### src/rtl/dsm_dac_pkg.sv
// rtl/dsm_dac_pkg.sv - shared parameters and width helpers for the DSM DAC front end
//
// Purpose: default sample width and rate-change factor, plus helpers that
// derive comb bit growth and the comb/modulator datapath width.
package dsm_dac_pkg;

    localparam int DEFAULT_WIDTH = 16;
    localparam int DEFAULT_R     = 50;

    // Bit growth of an N-stage CIC with rate change R and differential delay M.
    function automatic int growth(input int r, input int m, input int n);
        return n * $clog2(r * m);
    endfunction

    // Comb output width for a single-stage, M=1 comb: input width plus growth
    // plus one sign bit of headroom so a full-scale swing cannot wrap.
    function automatic int cic_width(input int width, input int r);
        return width + growth(r, 1, 1) + 1;
    endfunction

endpackage

### src/rtl/dsm1_modulator.sv
// rtl/dsm1_modulator.sv - first-order delta-sigma modulator, one bit out per clock
//
// Purpose: converts a signed D-bit input to a 1-bit stream whose density of
// ones is the input expressed in offset binary divided by 2^D.
// Ports:
//   clk     - system clock
//   rst     - synchronous active-high reset
//   dsm_in  - signed D-bit input, sampled every clock
//   dsm_out - registered carry-out of the accumulator (the bitstream)
module dsm1_modulator #(
    parameter int D = 23
) (
    input  logic         clk,
    input  logic         rst,
    input  logic [D-1:0] dsm_in,
    output logic         dsm_out
);

    logic [D-1:0] acc;
    logic [D-1:0] u;
    logic [D:0]   sum;

    // Flipping the sign bit maps two's complement onto 0..2^D-1, so the most
    // negative input never produces a carry and mid-scale carries every other cycle.
    always_comb begin
        u   = {~dsm_in[D-1], dsm_in[D-2:0]};
        sum = {1'b0, acc} + {1'b0, u};
    end

    // The carry out of the wrapping accumulator is the output bit; the
    // wrap itself is the modulation, so nothing saturates here.
    always_ff @(posedge clk) begin
        if (rst) begin
            acc     <= '0;
            dsm_out <= 1'b0;
        end else begin
            acc     <= sum[D-1:0];
            dsm_out <= sum[D];
        end
    end

endmodule

### src/rtl/dsm_dac_comb_path.sv
// rtl/dsm_dac_comb_path.sv - strobe divider, single-stage comb and first-order DSM
//
// Purpose: front end of the DSM DAC transmit chain. Divides the clock down to
// a one-cycle sample strobe every R clocks, differentiates incoming samples at
// the strobe rate, and modulates the externally integrated signal to 1 bit at
// the full clock rate.
// Ports:
//   clk      - system clock
//   rst      - synchronous active-high reset
//   in       - signed WIDTH-bit sample, used only on strobe edges
//   clk_en   - registered sample strobe, high one cycle in every R
//   comb_out - signed CIC_WIDTH-bit comb result to the external integrator
//   dsm_in   - signed CIC_WIDTH-bit integrator output, sampled every clock
//   dsm_out  - modulator bitstream for the DAC pin
module dsm_dac_comb_path
    import dsm_dac_pkg::*;
#(
    parameter int WIDTH     = DEFAULT_WIDTH,
    parameter int R         = DEFAULT_R,
    parameter int GROWTH    = growth(R, 1, 1),
    parameter int CIC_WIDTH = WIDTH + GROWTH + 1
) (
    input  logic                 clk,
    input  logic                 rst,
    input  logic [WIDTH-1:0]     in,
    output logic                 clk_en,
    output logic [CIC_WIDTH-1:0] comb_out,
    input  logic [CIC_WIDTH-1:0] dsm_in,
    output logic                 dsm_out
);

    localparam int CNT_W = (R > 1) ? $clog2(R) : 1;
    localparam int EXT   = CIC_WIDTH - WIDTH;

    logic [CNT_W-1:0]     cnt;
    logic                 cnt_wrap;
    logic [WIDTH-1:0]     dly;
    logic [CIC_WIDTH-1:0] in_ext;
    logic [CIC_WIDTH-1:0] dly_ext;

    assign cnt_wrap = (cnt == CNT_W'(R - 1));

    // Strobe divider. With R=1 the counter stays at 0 and wraps every edge,
    // which holds clk_en high continuously after reset.
    always_ff @(posedge clk) begin
        if (rst) begin
            cnt    <= '0;
            clk_en <= 1'b0;
        end else begin
            cnt    <= cnt_wrap ? '0 : cnt + CNT_W'(1);
            clk_en <= cnt_wrap;
        end
    end

    // Sign-extend both operands so the difference of two full-scale samples
    // fits without wrapping.
    always_comb begin
        in_ext  = {{EXT{in[WIDTH-1]}}, in};
        dly_ext = {{EXT{dly[WIDTH-1]}}, dly};
    end

    // Comb runs on the strobe edge itself, so its result is visible the cycle
    // after clk_en reads high and the integrator picks it up on the next strobe.
    always_ff @(posedge clk) begin
        if (rst) begin
            dly      <= '0;
            comb_out <= '0;
        end else if (clk_en) begin
            comb_out <= in_ext - dly_ext;
            dly      <= in;
        end
    end

    dsm1_modulator #(
        .D (CIC_WIDTH)
    ) u_dsm1_modulator (
        .clk     (clk),
        .rst     (rst),
        .dsm_in  (dsm_in),
        .dsm_out (dsm_out)
    );

endmodule

### config.mk
export PLATFORM = sky130hd
export DESIGN_NAME = dsm_dac_comb_path
export DESIGN_NICKNAME = d
export VERILOG_FILES = /design/src/rtl/dsm_dac_pkg.sv /design/src/rtl/dsm1_modulator.sv /design/src/rtl/dsm_dac_comb_path.sv
export SDC_FILE = /design/constraint.sdc
export NUM_CORES = 1
export LEC_CHECK = 0
export ABC_AREA = 1
export CAP_MARGIN = 20
export CORE_AREA = 3 3 118 120
export DETAILED_ROUTE_END_ITERATION = 16
export DIE_AREA = 0 0 121 123
export PLACE_DENSITY = 0.57
export SYNTH_ARGS = -nofsm -noshare
export SYNTH_HDL_FRONTEND = slang
export SYNTH_HIERARCHICAL = 1
export SYNTH_SLANG_ARGS = --single-unit
### constraint.sdc
create_clock -name clk -period 1.95 [get_ports clk]
set_input_delay 0.585 -clock clk [delete_from_list [all_inputs] [get_ports clk]]
set_output_delay 0.585 -clock clk [all_outputs]
set_load 0.02 [all_outputs]
==> results.sh <==
export IMPL_outcome="finished clean"
export IMPL_worst_pin_slew_ns=0.7507
export IMPL_p_seq_frac=0.252
export IMPL_synthArstFlopShare=0
export IMPL_switching_share=0.3825
export IMPL_grt_max_degree=37
export IMPL_finalHoldViolCount=0
export IMPL_holdCritStartpoint="dly[15]"
export IMPL_cp_arrival_ns=1.33
export IMPL_placed_cells=1088
export IMPL_final_cell_area_sq_um=7269
export IMPL_max_cap_violations=0
export IMPL_areaGrowthSynthToFinish_pct=49.47
export IMPL_r2r_start="clk_en"
export IMPL_grt_pass1_wl_mm=20.84
export IMPL_ys_seq_area_frac=0.2634
export IMPL_critPathKind="register to output port"
export IMPL_drt_pass1_iterations=4
export IMPL_synthCells=805
export IMPL_worst_setup_path_start_kind="register"
export IMPL_holdBufCountCts=0
export IMPL_cts_root_buf="clkbuf_16"
export IMPL_n_antenna_cell=0
export IMPL_synth_edf_count=0
export IMPL_peakVddDrop_v=0.0003967
export IMPL_fmax_ghz=0.5221
export IMPL_port_buffers=65
export IMPL_r2r_end="dly[2]"
export IMPL_final_common_cell="nand2_1"
export IMPL_r2r_cells=4
export IMPL_dieWidth_microns=121
export IMPL_cts_buffers=9
export IMPL_min_path_type="register to register"
export IMPL_p_clk_frac=0.255
export IMPL_htreeDepth=3
export IMPL_p_leak_nw=3.872
export IMPL_syn_area_per_cell_sq_um=6.042
export IMPL_grt_pass1_vias=4692
export IMPL_finalNetCount=1015
export IMPL_ys_flop_type="dfxtp_1"
export IMPL_rrSetupSlack_ns=0.30
export IMPL_crit_family="buffers and inverters"
export IMPL_slowest_stage="clkdlybuf4s50_1"
export IMPL_relSlewSlack=0.4990
export IMPL_dpl_hpwl_mm=9.491
export IMPL_cts_buffer_depth=2
export IMPL_ios=66
export IMPL_crit_fanout=2
export IMPL_drt_total_wl_mm=12.85
export IMPL_final_cell_mix="nand2_1 (215), inv_1 (162), buf_4 (67), dfxtp_1 (64), nor2_1 (62)"
export IMPL_p_total_mw=6.405
export IMPL_antenna_found_initial=0
export IMPL_drive_gt1_frac=0.2372
export IMPL_gp_congestion=0.8269
export IMPL_period_needed_ns=1.915
export IMPL_p_switching_mw=2.450
export IMPL_drt_first_iter_violations=233
export IMPL_period_share=0.9823
export IMPL_maxSlewViolCount=0
export IMPL_fin_util=0.5556
export IMPL_combPwrFrac=0.493
export IMPL_synth_area_sq_um=4863
export IMPL_intPower_mw=3.955
export IMPL_ant_nets=0
export IMPL_path_depth=1
export IMPL_power_density_nw_per_um2=881.1
export IMPL_critPathRequiredTime_ns=1.36
export IMPL_core_sq_um=13090
export IMPL_insertion_delay_ns=0.34
export IMPL_vias=4947
export IMPL_synth_nets=889
export IMPL_ys_ff_latch=64
export IMPL_finalClockSkew_ns=0.004501
export IMPL_yosysUniqueCellTypes=29
export IMPL_fp_dieArea_sq_um=14880
export IMPL_rsz0062_at_grt="yes"
export IMPL_grt_ovfl_total=0
export IMPL_cts_sinks=64
export IMPL_whs_path_depth=2
export IMPL_finalSetupViolations=0
export IMPL_final_setup_tns_ns=0
export IMPL_wire_per_inst_microns=11.56
export IMPL_drc=0
export IMPL_rows=42
export IMPL_slowest_delay_ns=0.62
export IMPL_layout_cells_non_filler=1112
export IMPL_whs_endpoint="dly[15]"
export IMPL_start_util=0.3717
export IMPL_die_h_microns=123
export IMPL_clk_pin_slew_worst_paths_ns=0.06
export IMPL_place_area_sq_um=6085
export IMPL_path_buf_inv=1
export IMPL_path_cells="clkdlybuf4s50_1"
export IMPL_cts_tree="done"
export IMPL_yosysWarnings=6
export IMPL_avgViaCountPerCell=4.449
export IMPL_endpoint_kind="output port"
export IMPL_grt_usage=0.1751
[tightest hold or removal path, stage by stage (launching register included)]
cell and delay (ns):
dfxtp_1 0.29, inv_1 0.06, a21oi_1 0.06
[routing by layer]
metal / GRT usage / wire length (microns) / vias up / share of wire
li1: - / - / 2722 / -
met1: 0.2015 / 5723 / 2154 / 0.45
met2: 0.3209 / 6532 / 57 / 0.51
met3: 0.04071 / 377 / 14 / 0.029
met4: 0.05524 / 220 / 0 / 0.017
met5: 0 / 0 / - / 0
[power by group through the flow]
stage / sequential (mW) / clock [mW] / combinational [mW]
CTS: 1.56 / 1.69 / 2.54
global route: 1.63 / 1.75 / 3.52
global placement: 1.56 / 0 / 2.36
finish: 1.61 / 1.63 / 3.15
detailed placement: 1.57 / 0 / 2.38
floorplan: 1.56 / 0 / 1.54
[state kept, by name (all words and copies together), names as in the netlist]
| signal | count |
|---|---|
| u_dsm1_modulator/acc | 23 |
| comb_out | 17 |
| dly | 16 |
| cnt | 6 |
| clk_en | 1 |
| u_dsm1_modulator/dsm_out | 1 |
[cells in the mapped netlist, types with 4 or more instances]
master    number  area share
a21oi_1       51       0.052
buf_2          4      0.0041
buf_4          8       0.012
clkbuf_1       5      0.0039
dfxtp_1       64        0.26
ha_1          41        0.11
inv_1        167        0.13
inv_2          4      0.0031
nand2_1      242        0.19
nand2_2       12       0.015
nand3_1       49       0.050
nand3_2        4      0.0082
nand4_1        7      0.0090
nor2_1        79       0.061
nor3_1         9      0.0093
o211ai_1       4      0.0062
o21ai_0       31       0.032
xnor2_1        4      0.0072
[cell families after synthesis]
family                     Yosys count  share of synthesized area
and+or+nand+nor                    415                     0.3630
buffers and inverters              189                     0.1551
AOI/OAI and AO/OA                   90                    0.09751
DFF                                 64                     0.2634
adders and majority gates           43                     0.1137
xor gates and xnor gates             4                   0.007203
[how the worst max path moves through the flow]
| stage | start | to | slack [ns] |
|---|---|---|---|
| 2_1_floorplan | in[0] | comb_out[12] | 0.01 |
| 3_3_place_gp | in[0] | comb_out[12] | -0.61 |
| 3_5_place_dp | in[0] | comb_out[16] | -0.64 |
| 4_1_cts | dsm_in[5] | u_dsm1_modulator/acc[18] | 0.002 |
| 5_1_grt | dsm_in[10] | u_dsm1_modulator/acc[21] | -0.06 |
| 6_report | comb_out[8] | comb_out[8] | 0.03 |
[what timing repair did]
| item | in CTS | in global routing |
|---|---|---|
| buffers inserted | 1 | 7 |
| gates resized for setup | 53 | 123 |
| setup endpoints to repair | 34 | 29 |
| pin swaps | 6 | 32 |
[area by class of cell]
class / count / area (sq um)
inverter: 171 / 641.9
fill: 1300 / 5816
tap: 176 / 220.2
multi-input combinational: 552 / 3603
clock inverter: 5 / 56.30
clock buffer: 11 / 242.7
sequential: 64 / 1281
timing repair buffer: 133 / 1224
[stage by stage]
stage,hold WS [ns],worst slack (ns)
after global routing,0.5157,-0.06159
after detailed placement,0.4527,-0.6416
after floorplan,0.4367,0.01027
after global placement,0.4462,-0.6146
final,0.4625,0.03455
after CTS,0.4604,0.002097
(Power assumes the default switching activity.)
==> edit: new RTL, same flow settings <==
Add an input register stage for `in`; this delays it by one clock. The other inputs are not delayed to match. Comments in the files are not updated.
--- a/src/rtl/dsm_dac_comb_path.sv
+++ b/src/rtl/dsm_dac_comb_path.sv
@@ -32,6 +32,12 @@
     localparam int CNT_W = (R > 1) ? $clog2(R) : 1;
     localparam int EXT   = CIC_WIDTH - WIDTH;
 
+    logic [WIDTH-1:0] in_q;
+
+    always_ff @(posedge clk) begin
+        in_q <= in;
+    end
+
     logic [CNT_W-1:0]     cnt;
     logic                 cnt_wrap;
     logic [WIDTH-1:0]     dly;
@@ -55,7 +61,7 @@
     // Sign-extend both operands so the difference of two full-scale samples
     // fits without wrapping.
     always_comb begin
-        in_ext  = {{EXT{in[WIDTH-1]}}, in};
+        in_ext  = {{EXT{in_q[WIDTH-1]}}, in_q};
         dly_ext = {{EXT{dly[WIDTH-1]}}, dly};
     end
 
@@ -67,7 +73,7 @@
             comb_out <= '0;
         end else if (clk_en) begin
             comb_out <= in_ext - dly_ext;
-            dly      <= in;
+            dly      <= in_q;
         end
     end
 
Check against the original RTL: no difference found for any inputs over 10 cycles, from zero or initial values and one cycle with rst high; that may be too few to reach the edited logic, so the function may still have changed.
==> edit against the original RTL <==
  * Count of clock-buffer cells in the layout increased by 1
  * Cell area fell by 1.8%
  * Final cell count fell by 1.3%
  * Synthesized area rose by 6.4%
  * Critical path type is now input pin to flip-flop
  * Maximum frequency about the same
  * Power is 7.3% higher
  * Via count up 2.2%
  * Critical endpoint is now u_dsm1_modulator/acc[21]$_SDFF_PP0_
  * Global-route usage rose by 0.65 points
  * Setup slack gained 1.2 ps
  * Combinational power down 6%
  * Utilization fell by 1.0 points
  * Wire length grew 3.7%
  * Largest cell class unchanged
  * Sequential cell count is 16 higher
==> edit: results (changes against the original RTL) <==
stage,metric,value,unit,change
global_routing,largest net degree at the start of global routing,32,,-14%
cells_and_area,Layout Nets,1001,,-1.4%
cts,H-Tree Depth,3,,unchanged
place,Worst Setup Slack post-DPL,-481,ps,+161 ps
cts,Longest Clk Path Bufs,2,,unchanged
sta,Fmax,522,MHz,about the same
drt,Initial DRC Count,222,,-4.7%
synthesis,number of enable flip-flop cells after synthesis,0,,unchanged
setup_path,r2r setup slk,170,ps,-130 ps
place,Final Wtd Congestion,0.916,,+11%
hold_path,Worst Hold Class,flip-flop to flip-flop,,
setup_path,WP data arrival,2160,ps,+830 ps
sta,Clock Skews,7.67,ps,+3.17 ps
global_routing,GRT Resource Usage Total,18.2,%,+0.65 points
power,worst vdd ir,467,uV,+18%
setup_path,worst-path maximum fanout,5,,+3
cells_and_area,antenna cells,0,,unchanged
power,Pleak,3.70,nW,-4.5%
cts,Worst-Skew Late Latency,350,ps,
global_routing,vias in the first global route,4865,,+3.7%
global_routing,initial antenna violation count,0,,unchanged
cts,cts bufs inserted,9,,unchanged
outcome,status,"finished, final reports clean",,
global_routing,global routing usage on met3,3.02,%,-1.1 points
synthesis,"top cells by area, synth","dfxtp_1, nand2_1, inv_1, ha_1, nor2_1",,
sta,Slew Limit Fails,0,,unchanged
synthesis,Synth Warn #,6,,unchanged
drt,WL final,13.3,mm,+3.7%
global_routing,GR Layer Usage met1,21.7,%,+1.5 points
place,Port Buffer Count,65,,unchanged
cts,"CTS clk-pin slew, worst paths",60,ps,about the same
synthesis,most frequent cells after synthesis,"nand2_1, inv_1, nor2_1",,
synthesis,top_reg_cell synth,dfxtp_1,,
cts,Clock Tree Root,clkbuf_16,,
synthesis,"Seq/Total Area, Yosys",31.0,%,+4.6 points
synthesis,count of different cell masters after synthesis,31,,+6.9%
cells_and_area,layout cells sized above 1,18.0,%,-5.7 points
synthesis,Mapped Nets,904,,+1.7%
global_routing,first-pass GRT wire length,21.6,mm,+3.8%
drt,vias per cell,4.60,,+3.5%
synthesis,ys async rst share,0,%,unchanged
cells_and_area,Top Registers,"u_dsm1_modulator/acc (23), comb_out (17)",,
drt,drt pass-1 iters,4,,unchanged
sta,Final Hold Vio Count,0,,unchanged
place,HPWL after DPL,9.97,mm,+5.0%
sta,Worst-Margin Slew,786,ps,+35.6 ps
global_routing,GRT met2 Usage,31.4,%,-0.69 points
## edit: per-layer routing
metal / part of all wire (%) / vias to the layer above
met5: 0 / -
met4: 2.5 / 0
met3: 3.0 / 22
met2: 49 / 70
met1: 46 / 2262
li1: - / 2701
## edit: repair_timing
| action | in CTS | in global routing |
|---|---|---|
| gates resized for setup | 23 | 98 |
| setup buffers | 0 | 2 |
| pin swaps | 1 | 25 |
| endpoints found under the setup margin | 18 | 21 |
| hold endpoints to repair | 0 | 0 |
## edit: final cells by class
class                   count  area, sq um
clock buffers              12          267
clock inverters             4         75.1
fillers                  1260         5950
inverters                 170          638
multi-input cells         552         3350
flip-flops and latches     80         1600
well taps                 176          220
repair buffers            104          987
## edit: kinds of logic after synthesis
group | after synthesis | synth area share [%]
AOI/OAI and AO/OA | 88 | 8.90
adders and majority gates | 43 | 10.7
xor gates and xnor gates | 5 | 0.847
and+or+nand+nor | 416 | 34.1
DFF | 80 | 31.0
buffers and inverters | 188 | 14.5
## edit: worst paths after layout
| check | endpoint | depth (start not counted) | startpoint |
|---|---|---|---|
| setup / recovery | u_dsm1_modulator/acc[21]$_SDFF_PP0_ | 11 | dsm_in[10] |
| hold / removal | dly[9]$_SDFFE_PP0P_ | 2 | dly[9]$_SDFFE_PP0P_ |
| setup reg to reg | comb_out[16]$_SDFFE_PP0P_ | 13 | in_q[0]$_DFF_P_ |
| hold reg to reg | dly[9]$_SDFFE_PP0P_ | 2 | dly[9]$_SDFFE_PP0P_ |
## edit: report_power, final
| part | total (mW) | internal [mW] | switching (mW) | leakage [nW] |
|---|---|---|---|---|
| sequential | 1.98 | 1.83 | 0.147 | 0.658 |
| combinational | 2.97 | 1.33 | 1.64 | 2.88 |
| clock | 1.92 | 1.23 | 0.698 | 0.161 |
## edit: critical path, stage by stage
cell             delay [ps]
clkdlybuf4s50_1         440
ha_4                    330
nand2_4                  80
nor2_1                  200
nand2_1                  80
nor2_1                  140
nand2_2                  90
nand3_1                  80
nand2_1                  50
inv_1                    40
nor2_1                   40
## edit: per-stage QoR
step / cells / hold WS [ps] / instance area [sq um] / total power [mW]
final: 1098 / 456 / 7140 / 6.87
after global routing: 1098 / 478 / 7140 / 7.36
after CTS: 1096 / 460 / 6640 / 6.30
after detailed placement: 1080 / 451 / 6230 / 4.26
after global placement: 1080 / 443 / 6230 / 4.24
after floorplan: 820 / 433 / 5170 / 3.45
